## config.mk

```make
export PLATFORM = sky130hd
export DESIGN_NAME = button_conditioner
export DESIGN_NICKNAME = d
export VERILOG_FILES = /design/src/rtl/button_pkg.sv /design/src/rtl/button_channel.sv /design/src/rtl/button_conditioner.sv
export SDC_FILE = /design/constraint.sdc
export NUM_CORES = 1
export LEC_CHECK = 0
export ABC_CLOCK_PERIOD_IN_PS = 6100
export BUFFER_PORTS_ARGS = -buffer_cell sky130_fd_sc_hd__buf_4
export CORE_UTILIZATION = 25
export CTS_CLUSTER_SIZE = 16
export DETAILED_ROUTE_END_ITERATION = 6
export GPL_TIMING_DRIVEN = 0
export PLACE_DENSITY_LB_ADDON = 0.05
export SYNTH_ARGS = -nofsm -noshare
export SYNTH_HDL_FRONTEND = slang
export SYNTH_SLANG_ARGS = --single-unit
```

## constraint.sdc

```tcl
create_clock -name clk -period 6.1 [get_ports clk]
set_clock_uncertainty 0.15 [all_clocks]
set_input_delay 0.915 -clock clk [delete_from_list [all_inputs] [get_ports clk]]
set_output_delay 0.915 -clock clk [all_outputs]
set_load 0.1 [all_outputs]
```

## src/rtl/button_pkg.sv

```systemverilog
// Shared constants, hold-state encoding and sizing helpers for the button
// input stage.
package button_pkg;

  localparam int CLK_HZ      = 12_000_000;
  localparam int DEBOUNCE_MS = 20;
  localparam int LONG_MS     = 1000;
  localparam int REPEAT_MS   = 250;

  typedef enum logic [1:0] {
    IDLE,
    HELD,
    LONG
  } hold_state_e;

  function automatic int ms_to_cycles(input int ms);
    return (CLK_HZ / 1000) * ms;
  endfunction

  // A zero-valued limit still needs a 1-bit counter to stay legal.
  function automatic int cnt_width(input int max_val);
    return (max_val > 0) ? $clog2(max_val + 1) : 1;
  endfunction

endpackage

```

## src/rtl/button_channel.sv

```systemverilog
// One button: 2-flop synchroniser, debounce counter, press/release edge
// pulses and the IDLE/HELD/LONG hold FSM that emits long and repeat pulses.
module button_channel
  import button_pkg::*;
#(
  parameter int ACTIVE_LOW      = 1,
  parameter int DEBOUNCE_CYCLES = 4,
  parameter int LONG_CYCLES     = 20,
  parameter int REPEAT_CYCLES   = 5
) (
  input  logic clk,
  input  logic rst_n,
  input  logic i_raw,
  output logic o_level,
  output logic o_press,
  output logic o_release,
  output logic o_long,
  output logic o_repeat
);

  localparam int DW = cnt_width(DEBOUNCE_CYCLES);
  localparam int HW = cnt_width((LONG_CYCLES > REPEAT_CYCLES) ? LONG_CYCLES : REPEAT_CYCLES);
  localparam logic            PIN_IDLE  = logic'(ACTIVE_LOW != 0);
  localparam logic [DW-1:0]   DB_LAST   = DW'(DEBOUNCE_CYCLES - 1);
  localparam logic [HW-1:0]   LONG_LAST = HW'(LONG_CYCLES - 1);
  localparam logic [HW-1:0]   REP_LAST  = HW'((REPEAT_CYCLES > 0) ? REPEAT_CYCLES - 1 : 0);

  logic          r_sync1, r_sync2, r_level, r_press, r_release, r_long, r_repeat;
  logic [DW-1:0] r_db_cnt;
  logic [HW-1:0] r_hold_cnt;
  hold_state_e   r_state;

  logic w_p, w_toggle, w_rise, w_fall;

  assign w_p      = r_sync2 ^ PIN_IDLE;
  assign w_toggle = (w_p != r_level) && (r_db_cnt == DB_LAST);
  assign w_rise   = w_toggle & w_p;
  assign w_fall   = w_toggle & ~w_p;

  // Sync flops reset to the idle pin level so reset exit never looks like an edge.
  always_ff @(posedge clk or negedge rst_n) begin
    if (!rst_n) begin
      r_sync1   <= PIN_IDLE;
      r_sync2   <= PIN_IDLE;
      r_level   <= 1'b0;
      r_db_cnt  <= '0;
      r_press   <= 1'b0;
      r_release <= 1'b0;
    end else begin
      r_sync1   <= i_raw;
      r_sync2   <= r_sync1;
      r_press   <= w_rise;
      r_release <= w_fall;
      if (w_p == r_level) begin
        r_db_cnt <= '0;
      end else if (w_toggle) begin
        r_level  <= w_p;
        r_db_cnt <= '0;
      end else begin
        r_db_cnt <= r_db_cnt + DW'(1);
      end
    end
  end

  // A release on the same edge as a long/repeat threshold suppresses that pulse.
  always_ff @(posedge clk or negedge rst_n) begin
    if (!rst_n) begin
      r_state    <= IDLE;
      r_hold_cnt <= '0;
      r_long     <= 1'b0;
      r_repeat   <= 1'b0;
    end else begin
      r_long   <= 1'b0;
      r_repeat <= 1'b0;
      if (w_fall) begin
        r_state    <= IDLE;
        r_hold_cnt <= '0;
      end else begin
        case (r_state)
          IDLE: begin
            if (w_rise) begin
              r_state    <= HELD;
              r_hold_cnt <= '0;
            end
          end
          HELD: begin
            if (r_hold_cnt == LONG_LAST) begin
              r_long     <= 1'b1;
              r_state    <= LONG;
              r_hold_cnt <= '0;
            end else begin
              r_hold_cnt <= r_hold_cnt + HW'(1);
            end
          end
          LONG: begin
            if (REPEAT_CYCLES > 0) begin
              if (r_hold_cnt == REP_LAST) begin
                r_repeat   <= 1'b1;
                r_hold_cnt <= '0;
              end else begin
                r_hold_cnt <= r_hold_cnt + HW'(1);
              end
            end
          end
          default: begin
            r_state    <= IDLE;
            r_hold_cnt <= '0;
          end
        endcase
      end
    end
  end

  assign o_level   = r_level;
  assign o_press   = r_press;
  assign o_release = r_release;
  assign o_long    = r_long;
  assign o_repeat  = r_repeat;

endmodule

```

## src/rtl/button_conditioner.sv

```systemverilog
// Raw push-button pins in, clean clk-synchronous level and event pulses out;
// one independent button_channel per pin.
module button_conditioner
  import button_pkg::*;
#(
  parameter int NUM_BTN         = 2,
  parameter int ACTIVE_LOW      = 1,
  parameter int DEBOUNCE_CYCLES = ms_to_cycles(DEBOUNCE_MS),
  parameter int LONG_CYCLES     = ms_to_cycles(LONG_MS),
  parameter int REPEAT_CYCLES   = ms_to_cycles(REPEAT_MS)
) (
  input  logic               clk,
  input  logic               rst_n,
  input  logic [NUM_BTN-1:0] btn_raw,
  output logic [NUM_BTN-1:0] btn_level,
  output logic [NUM_BTN-1:0] btn_press,
  output logic [NUM_BTN-1:0] btn_release,
  output logic [NUM_BTN-1:0] btn_long,
  output logic [NUM_BTN-1:0] btn_repeat
);

  for (genvar g = 0; g < NUM_BTN; g++) begin : g_ch
    button_channel #(
      .ACTIVE_LOW      (ACTIVE_LOW),
      .DEBOUNCE_CYCLES (DEBOUNCE_CYCLES),
      .LONG_CYCLES     (LONG_CYCLES),
      .REPEAT_CYCLES   (REPEAT_CYCLES)
    ) u_ch (
      .clk       (clk),
      .rst_n     (rst_n),
      .i_raw     (btn_raw[g]),
      .o_level   (btn_level[g]),
      .o_press   (btn_press[g]),
      .o_release (btn_release[g]),
      .o_long    (btn_long[g]),
      .o_repeat  (btn_repeat[g])
    );
  end

endmodule

```

==> results of run 1 <==
## synth_stat cells (5+ instances only)
cell type / instances
dfrtp_1: 98
a21oi_1: 8
xnor2_1: 24
clkbuf_1: 12
nand2_1: 41
nor3_1: 8
and2_1: 8
or4_1: 8
inv_1: 16
buf_4: 11
o31ai_1: 5
o21ai_0: 11
ha_1: 12
xor2_1: 29
and3_1: 16
nand3_1: 60
o311ai_1: 7
nor4b_1: 5
and4_1: 5
nor4_1: 12
nor2_1: 81
nand4_1: 25
## layer usage
layer	track usage [%]	vias to the layer above
met3	1.90	11
met5	0	-
li1	-	2051
met2	19.4	63
met4	5.05	0
met1	17.4	1996
## through the flow
stage / total power [mW] / instance area [sq um] / setup WS [ns] / hold WS, ns
floorplan: 0.707 / 5380 / 3.69 / 0.195
global placement: 0.728 / 5820 / 3.12 / 0.197
detailed placement: 0.730 / 5850 / 3.11 / 0.203
CTS: 1.31 / 6130 / 3.05 / 0.212
global route: 1.33 / 6130 / 2.80 / 0.214
finish: 1.28 / 6130 / 3.12 / 0.208
## cell type report
type,count,area share [%]
buffer,26,2.53
clock inverter,6,0.734
clock buffer,10,3.90
multi-input combinational,421,42.5
tap,275,5.61
timing repair buffer,14,2.10
inverter,16,0.979
sequential,102,41.7
## power by group through the flow
stage | clock, mW | sequential [mW] | combinational, mW
2_1_floorplan | 0 | 0.698 | 0.00923
3_3_place_gp | 0 | 0.699 | 0.0286
3_5_place_dp | 0 | 0.699 | 0.0309
4_1_cts | 0.592 | 0.686 | 0.0310
5_1_grt | 0.613 | 0.686 | 0.0343
6_report | 0.563 | 0.686 | 0.0288
## cells in the final DEF (no fill, tap or decap), types with 3 or more instances in the layout
cell,n
dfrtp_1,98
nor2_1,81
nand3_1,60
nand2_1,41
xor2_1,29
nand4_1,25
xnor2_1,24
buf_4,23
inv_1,16
and3_1,16
nor4_1,12
clkbuf_1,12
ha_1,12
o21ai_0,11
clkbuf_16,9
and2_1,8
or4_1,8
a21oi_1,8
nor3_1,8
o311ai_1,7
nor4b_1,5
and4_1,5
o31ai_1,5
nor2b_1,4
dfstp_2,4
or2_2,3
or3_1,3
buf_6,3
a31oi_1,3
o311ai_0,3
## final timing paths
| path | from | end | slack (ns) | cells after the start |
|---|---|---|---|---|
| hold / removal | g_ch[0].u_ch.r_sync1$_DFF_PN1_ | g_ch[0].u_ch.r_sync2$_DFF_PN1_ | 0.21 | 0 |
| max in group asynchronous | rst_n | g_ch[0].u_ch.r_sync1$_DFF_PN1_ | 4.76 | 2 |
| setup reg to reg | g_ch[0].u_ch.r_sync2$_DFF_PN1_ | g_ch[0].u_ch.r_hold_cnt[21]$_DFFE_PN0P_ | 3.12 | 7 |
| hold reg to reg | g_ch[0].u_ch.r_sync1$_DFF_PN1_ | g_ch[0].u_ch.r_sync2$_DFF_PN1_ | 0.21 | 0 |
| setup / recovery | g_ch[0].u_ch.r_sync2$_DFF_PN1_ | g_ch[0].u_ch.r_hold_cnt[21]$_DFFE_PN0P_ | 3.12 | 7 |
| min in group asynchronous | rst_n | g_ch[1].u_ch.r_hold_cnt[11]$_DFFE_PN0P_ | 0.34 | 1 |
## logic make-up after synthesis
kind of cell / after synthesis / share of synthesized area [%]
adders and majority gates: 12 / 2.79
AOI/OAI and AO/OA: 56 / 7.75
muxes: 1 / 0.186
buffers and inverters: 42 / 4.00
xor gates and xnor gates: 53 / 8.63
DFF: 102 / 47.6
and+or+nand+nor: 299 / 29.1
==> results_dict.tcl, run 1 <==
set metrics [dict create \
    cp_cell_sequence "xor2_1 -> nor4_2 -> a31oi_1 -> clkbuf_1 -> clkbuf_1 -> o21ai_0 -> a21oi_1" \
    ys.flop_type "dfrtp_1" \
    yosys-top-cells-area "dfrtp_1 46%, nor2_1 5.7%, nand3_1 5.6%" \
    largest_reg_flops 48 \
    cp_slowest_cell "dfstp_2" \
    grt_pass1_wl_mm 21.7 \
    regMostFlops "g_ch.u_ch.r_hold_cnt" \
    wl_met2_mm 5.67 \
    syn_area_per_cell_sq_um 9.52 \
    hold_path_class "reg -> reg" \
    grt_pass1_vias 4120 \
    postCtsSetupBuffers 0 \
    slew_headroom_pct 59.7 \
    sw_frac_of_total_pct 23.2 \
    cp_slowest_stage_delay_ns 0.58 \
    cts_buffers 9 \
    core_area_sq_mm 0.0211 \
    worst-path-buf-inv 2 \
    start_util_pct 25.5 \
    tightest_slew_ns 0.601 \
    async_flop_share_pct 100 \
    antenna_cells 0 \
    instances_no_fill 870 \
    netlist_area_sq_mm 0.00538 \
    rsz0062_at_grt "no" \
    power_density_mw_per_mm2 208 \
    io_pins 14 \
    cts_buffer_depth 2 \
    fmax_mhz 336 \
    ys_warn_count 0 \
    via_count 4121 \
    p_sw_uw 297 \
    synth_cells 565 \
    place_hpwl_mm 9.10 \
    path_common_cell "clkbuf_1" \
    power_frac_clock_pct 44.1 \
    clock-root-buffer "clkbuf_16" \
    viasPerCell 4.74 \
    final_util_pct 29.1 \
    routed_wirelength_mm 12.8 \
    reg_top3 "g_ch.u_ch.r_hold_cnt x48, g_ch.u_ch.r_db_cnt x36, g_ch.u_ch.r_state x4" \
    wl_per_cell_um 14.8 \
    dieArea_sq_mm 0.0221 \
    portBuffers 13 \
    start_kind "flop" \
    rows 53 \
    crit_fanout 10 \
    fillerInstances 2247 \
    drtAntennaViolNets 0 \
    routed.top_layer "met4" \
    track_usage_pct 12.5 \
    grt_start_max_net_pins 59 \
    drive_gt1_share_pct 10.6 \
    antenna_found_initial 0 \
    synth.distinct_cells 62 \
    ys_seq_area_share_pct 47.6 \
    final.min_clock_period_ns 2.98 \
    report.final.setup_viol 0 \
    grt-ovfl-total 0 \
    multi_input_area_sq_mm 0.00261 \
    peakVddDrop_mv 0.111 \
    synth_seq_cells 102 \
    insertion_delay_ns 0.35 \
    cts-htree-levels 3 \
    regArea_sq_mm 0.00256 \
    cts_tree "done" \
    drt-initial-drc-count 202 \
    final_nets 606 \
    clock_sinks 102 \
    synth_top_cell_area_share_pct 45.6 \
    maxCapViolations 0 \
    die_w_um 149 \
    tns_ns 0 \
    hold_violations 0 \
    p_int_uw 980 \
    maxSlewViolCount 0 \
    critPathTopFamily "buffers and inverters" \
    endpoint_kind "flop" \
    area_growth_pct 14.1 \
    synth-edff-count 0 \
    crit_type "reg -> reg" \
    gp_congestion 0.775 \
    wl_met1_mm 6.54 \
    die_y_um 149 \
    status "finished, final reports clean" \
    pwr-share-comb_pct 2.3 \
    wl_met3_um 433 \
    firstDrtPassIters 4 \
    post-route-period-util_pct 48.8 \
    drc 0 \
    cts-hold-fix-buffers 0 \
    cellLeakagePower_nw 2.50 \
    synth_nets 581 \
    post_cts_resized 0 \
    crit_arrival_ns 3.10 \
    yosys.area.top_type "dfrtp_1" \
    clk_pin_slew_ns 0.08 \
    pwr-share-seq_pct 53.7 \
    required_ns 6.22 \
    dpl.cell_count 854 \
]
No activity file was read; power rests on OpenSTA's default activity.
==> inputs of run 2 (changes only) <==
- ABC_CLOCK_PERIOD_IN_PS: 6100 -> 2450
- clock period: 6.1 -> 2.45 ns (I/O delays scaled with it)
==> run 2 against run 1 <==
Against the previous run:
- the run now ends with negative setup slack left
- non-clock buffer count grew 42
- total power rose to 2.5 times the previous value
- sequential share of layout area is 4.7 points lower
- global-route usage is 0.48 points higher
- final cell count rose by 4.9%
- sequential power grew 150%
- setup slack worse by 3.2 ns
- register-to-register slack got worse by 3.2 ns
- wire length up 7.4%
==> results_dict.tcl, run 2 (synthesized netlist as in run 1, its figures left out) <==
set metrics [dict create \
    cts_buffers 9 \
    die_y_um 149 \
    required_ns 2.53 \
    clock_sinks 102 \
    die_w_um 149 \
    rows 53 \
    tightest_slew_ns 0.593 \
    final_nets 649 \
    final_cell_mix "92 x dfrtp_1, 68 x nor2_1, 59 x buf_4" \
    report.final.setup_viol 14 \
    cts-htree-levels 3 \
    cellLeakagePower_nw 2.83 \
    endpoint_kind "flop" \
    regMostFlops "g_ch.u_ch.r_hold_cnt" \
    layout_commonest_cell "dfrtp_1" \
    pre_cts_slack_ns -0.540 \
    viasPerCell 4.78 \
    crit_type "reg -> reg" \
    grt_start_max_net_pins 59 \
    status "finished, violations left" \
    regArea_sq_mm 0.00256 \
    maxCapViolations 0 \
    tns_ns -0.337 \
    cp_slowest_stage_delay_ns 0.53 \
    crit_arrival_ns 2.61 \
    track_usage_pct 13.0 \
    slew_headroom_pct 60.1 \
    via_count 4368 \
    finalPower_mw 3.20 \
    post-route-period-util_pct 103 \
    firstDrtPassIters 4 \
    crit_path_start "g_ch[1].u_ch.r_hold_cnt[20]$_DFFE_PN0P_" \
    fmax_mhz 397 \
    rsz0062_at_grt "yes" \
    grt_pass1_vias 4308 \
    antenna_cells 0 \
    area_growth_pct 29.1 \
    clock-root-buffer "clkbuf_16" \
    gp_congestion 0.775 \
    cts_tree "done" \
    insertion_delay_ns 0.35 \
    critPathTopFamily "simple AND/OR/NAND/NOR gates" \
    start_util_pct 25.5 \
    crit_fanout 5 \
    maxSlewViolCount 0 \
    drtAntennaViolNets 0 \
    peakVddDrop_mv 0.278 \
    portBuffers 13 \
    cts_buffer_depth 2 \
    fillerInstances 2175 \
    routed_wirelength_mm 13.8 \
    final.min_clock_period_ns 2.52 \
    drive_gt1_share_pct 26.2 \
    reg_top3 "g_ch.u_ch.r_hold_cnt x48, g_ch.u_ch.r_db_cnt x36, g_ch.u_ch.r_state x4" \
    final_util_pct 32.9 \
    cp_cell_sequence "or4b_4 -> or4_4 -> o21a_1 -> o211a_4 -> buf_8 -> a31oi_1 -> o31ai_1" \
    fin_ws_ns -0.0719 \
    io_pins 14 \
    hold_violations 0 \
    antenna_found_initial 0 \
    power_density_mw_per_mm2 462 \
    cp_slowest_cell "or4b_4" \
    drc 0 \
    worst-path-buf-inv 1 \
    dieArea_sq_mm 0.0221 \
    start_kind "flop" \
    grt_pass1_wl_mm 22.6 \
    drt-initial-drc-count 213 \
    core_area_sq_mm 0.0211 \
    r2r-start "g_ch[1].u_ch.r_hold_cnt[20]$_DFFE_PN0P_" \
    grt-ovfl-total 0 \
    worstHoldStart "g_ch[0].u_ch.r_sync1$_DFF_PN1_" \
    hold_path_class "reg -> reg" \
    wl_per_cell_um 15.1 \
    multi_input_area_sq_mm 0.00296 \
    clk_pin_slew_ns 0.08 \
    violations "negative setup slack" \
    place_hpwl_mm 9.10 \
    largest_reg_flops 48 \
]
==> run 2: changes by cell type in the layout (fill, tap and decap cells not counted), sizes merged <==
cell / change
clkbuf: -3
o21a: +1
dlygate4sd3: +3
buf: +42
==> run 2: through the flow <==
step | std cells | hold slack, ns | cell area (sq um)
finish | 913 | 0.208 | 6940
detailed placement | 854 | 0.193 | 5850
global placement | 853 | 0.197 | 5820
CTS | 893 | 0.212 | 6480
floorplan | 565 | -0.0781 | 5380
global route | 913 | 0.214 | 6940
==> run 2: final cells by class <==
| type | instances | area share, % |
|---|---|---|
| multi-input cells | 422 | 42.6 |
| flip-flops and latches | 102 | 37.0 |
| repair buffers | 60 | 7.84 |
| well taps | 275 | 4.96 |
| clock buffers | 10 | 3.44 |
| plain buffers | 22 | 2.65 |
| inverters | 16 | 0.865 |
| clock inverters | 6 | 0.649 |
==> run 2: path summary, 6_finish.rpt <==
| path | slack [ns] | cells past startpoint | to |
|---|---|---|---|
| worst max-delay path | -0.07 | 7 | g_ch[1].u_ch.r_hold_cnt[15]$_DFFE_PN0P_ |
| worst min-delay path | 0.21 | 0 | g_ch[0].u_ch.r_sync2$_DFF_PN1_ |
| worst max register to register | -0.07 | 7 | g_ch[1].u_ch.r_hold_cnt[15]$_DFFE_PN0P_ |
| worst min register to register | 0.21 | 0 | g_ch[0].u_ch.r_sync2$_DFF_PN1_ |
| max in group asynchronous | 1.09 | 3 | g_ch[0].u_ch.r_sync1$_DFF_PN1_ |
| min in group asynchronous | 0.36 | 2 | g_ch[1].u_ch.r_hold_cnt[11]$_DFFE_PN0P_ |
==> run 2: where the power goes <==
group | switching [mW] | internal, mW
Combinational | 0.0554 | 0.0274
Clock | 0.686 | 0.726
Sequential | 0.0123 | 1.70
Total | 0.754 | 2.45
==> run 2: repair_timing <==
action | 4_1_cts | 5_1_grt
hold buffers | 3 | 0
pin swaps | 9 | 31
setup endpoints to repair | 70 | 62
cloned | 2 | 3
gates resized for setup | 38 | 71
buffers inserted | 20 | 19
endpoints found under the hold margin | 46 | 0
==> run 2: per-layer routing <==
| layer | vias up | track usage [%] | wire, um |
|---|---|---|---|
| li1 | 2148 | - | - |
| met1 | 2137 | 18.1 | 7020 |
| met2 | 60 | 19.7 | 6160 |
| met3 | 23 | 2.15 | 313 |
| met4 | 0 | 5.62 | 309 |
| met5 | - | 0 | 0 |
==> inputs of run 3 (changes only) <==
- ABC_CLOCK_PERIOD_IN_PS: 2450 -> 3200
- clock period: 2.45 -> 3.2 ns (I/O delays scaled with it)
==> run 3 against run 2 <==
Against the previous run:
- the run now ends clean
- sequential cell count did not move
- setup slack improved by 0.48 ns
- core utilization fell by 3.7 points
- sequential share of layout area rose by 4.6 points
- via count fell by 5.3%
- critical path type unchanged
- largest cell class unchanged
==> results_dict.tcl, run 3 (synthesized netlist as in run 1, its figures left out) <==
set metrics [dict create \
    status "finished, final reports clean" \
    path_common_cell "clkbuf_1" \
    grt_pass1_wl_mm 21.8 \
    fillerInstances 2246 \
    firstDrtPassIters 4 \
    maxSlewViolCount 0 \
    hold_ws_ns 0.0833 \
    post-route-period-util_pct 87.3 \
    report.final.setup_viol 0 \
    tns_ns 0 \
    drive_gt1_share_pct 10.7 \
    regMostFlops "g_ch.u_ch.r_hold_cnt" \
    cellLeakagePower_nw 2.50 \
    place_hpwl_mm 9.10 \
    hold_violations 0 \
    clock-root-buffer "clkbuf_16" \
    slew_headroom_pct 60.2 \
    rows 53 \
    via_count 4135 \
    antenna_cells 0 \
    crit_fanout 10 \
    endpoint_kind "flop" \
    crit_arrival_ns 2.91 \
    clk_pin_slew_ns 0.08 \
    start_util_pct 25.5 \
    drt-initial-drc-count 228 \
    cp_slowest_cell "dfstp_2" \
    peakVddDrop_mv 0.211 \
    grt_start_max_net_pins 59 \
    hold_path_class "in -> reg" \
    die_y_um 149 \
    final_area_sq_mm 0.00615 \
    tightest_slew_ns 0.592 \
    crit_type "reg -> reg" \
    fin_ws_ns 0.408 \
    dpl.cell_count 854 \
    cts_buffers 9 \
    finalPower_mw 2.43 \
    track_usage_pct 12.5 \
    drc 0 \
    regArea_sq_mm 0.00256 \
    pre_cts_slack_ns 0.210 \
    dieArea_sq_mm 0.0221 \
    viasPerCell 4.75 \
    cts_tree "done" \
    postCtsSetupBuffers 0 \
    dpl_cell_area_sq_mm 0.00585 \
    layout_commonest_cell "dfrtp_1" \
    die_w_um 149 \
    grt_pass1_vias 4132 \
    cts_buffer_depth 2 \
    cp_cell_sequence "xor2_1 -> nor4_2 -> a31oi_2 -> clkbuf_1 -> clkbuf_1 -> o21ai_0 -> a21oi_1" \
    rsz0062_at_grt "no" \
    gp_congestion 0.775 \
    maxCapViolations 0 \
    final.min_clock_period_ns 2.79 \
    instances_no_fill 871 \
    multi_input_area_sq_mm 0.00261 \
    rrSetupSlack_ns 0.41 \
    insertion_delay_ns 0.35 \
    area_growth_pct 14.4 \
    power_density_mw_per_mm2 396 \
    final_nets 607 \
    required_ns 3.32 \
    reg_top3 "g_ch.u_ch.r_hold_cnt x48, g_ch.u_ch.r_db_cnt x36, g_ch.u_ch.r_state x4" \
    clock_sinks 102 \
    largest_reg_flops 48 \
    grt-ovfl-total 0 \
    wl_per_cell_um 14.8 \
    final_cell_mix "98 x dfrtp_1, 81 x nor2_1, 60 x nand3_1" \
    portBuffers 13 \
    cts-htree-levels 3 \
    io_pins 14 \
    start_kind "flop" \
    core_area_sq_mm 0.0211 \
    routed_wirelength_mm 12.9 \
    cp_slowest_stage_delay_ns 0.57 \
    final_util_pct 29.2 \
    antenna_found_initial 0 \
    fmax_mhz 358 \
    drtAntennaViolNets 0 \
]
run 3: worst max-delay path, delay by kind of cell, from the launching register on:
family                    cells  cell delay (ns)
AOI/OAI and AO/OA             3             0.64
xor gates and xnor gates      1             0.29
buffers and inverters         2             0.91
DFF                           1             0.57
and+or+nand+nor               1             0.13
run 3: layout make-up:
class / instances / area share (%)
multi-input cells: 421 / 42.5
flip-flops and latches: 102 / 41.6
well taps: 275 / 5.59
clock buffers: 10 / 3.89
plain buffers: 26 / 2.52
repair buffers: 15 / 2.26
inverters: 16 / 0.976
clock inverters: 6 / 0.732
run 3: worst paths after layout:
path	startpoint	endpoint	cells past startpoint
max	g_ch[0].u_ch.r_sync2$_DFF_PN1_	g_ch[0].u_ch.r_hold_cnt[21]$_DFFE_PN0P_	7
min	btn_raw[0]	g_ch[0].u_ch.r_sync1$_DFF_PN1_	1
max reg2reg	g_ch[0].u_ch.r_sync2$_DFF_PN1_	g_ch[0].u_ch.r_hold_cnt[21]$_DFFE_PN0P_	7
min reg2reg	g_ch[0].u_ch.r_sync1$_DFF_PN1_	g_ch[0].u_ch.r_sync2$_DFF_PN1_	0
max in group asynchronous	rst_n	g_ch[0].u_ch.r_sync1$_DFF_PN1_	3
min in group asynchronous	rst_n	g_ch[1].u_ch.r_hold_cnt[11]$_DFFE_PN0P_	2
run 3: report_power, final:
group | switching [mW] | internal [mW]
Combinational | 0.0409 | 0.0150
Clock | 0.517 | 0.556
Sequential | 0.00821 | 1.30
run 3: metal layers:
| metal | wire, um | vias up | track usage, % |
|---|---|---|---|
| li1 | - | 2055 | - |
| met1 | 6560 | 2006 | 17.4 |
| met2 | 5680 | 63 | 19.4 |
| met3 | 409 | 11 | 1.90 |
| met4 | 207 | 0 | 5.05 |
| met5 | 0 | - | 0 |
run 3: what timing repair did:
item,CTS,global route
resized for setup,0,1
endpoints found under the setup margin,0,3
hold buffers,1,0
endpoints found under the hold margin,44,0
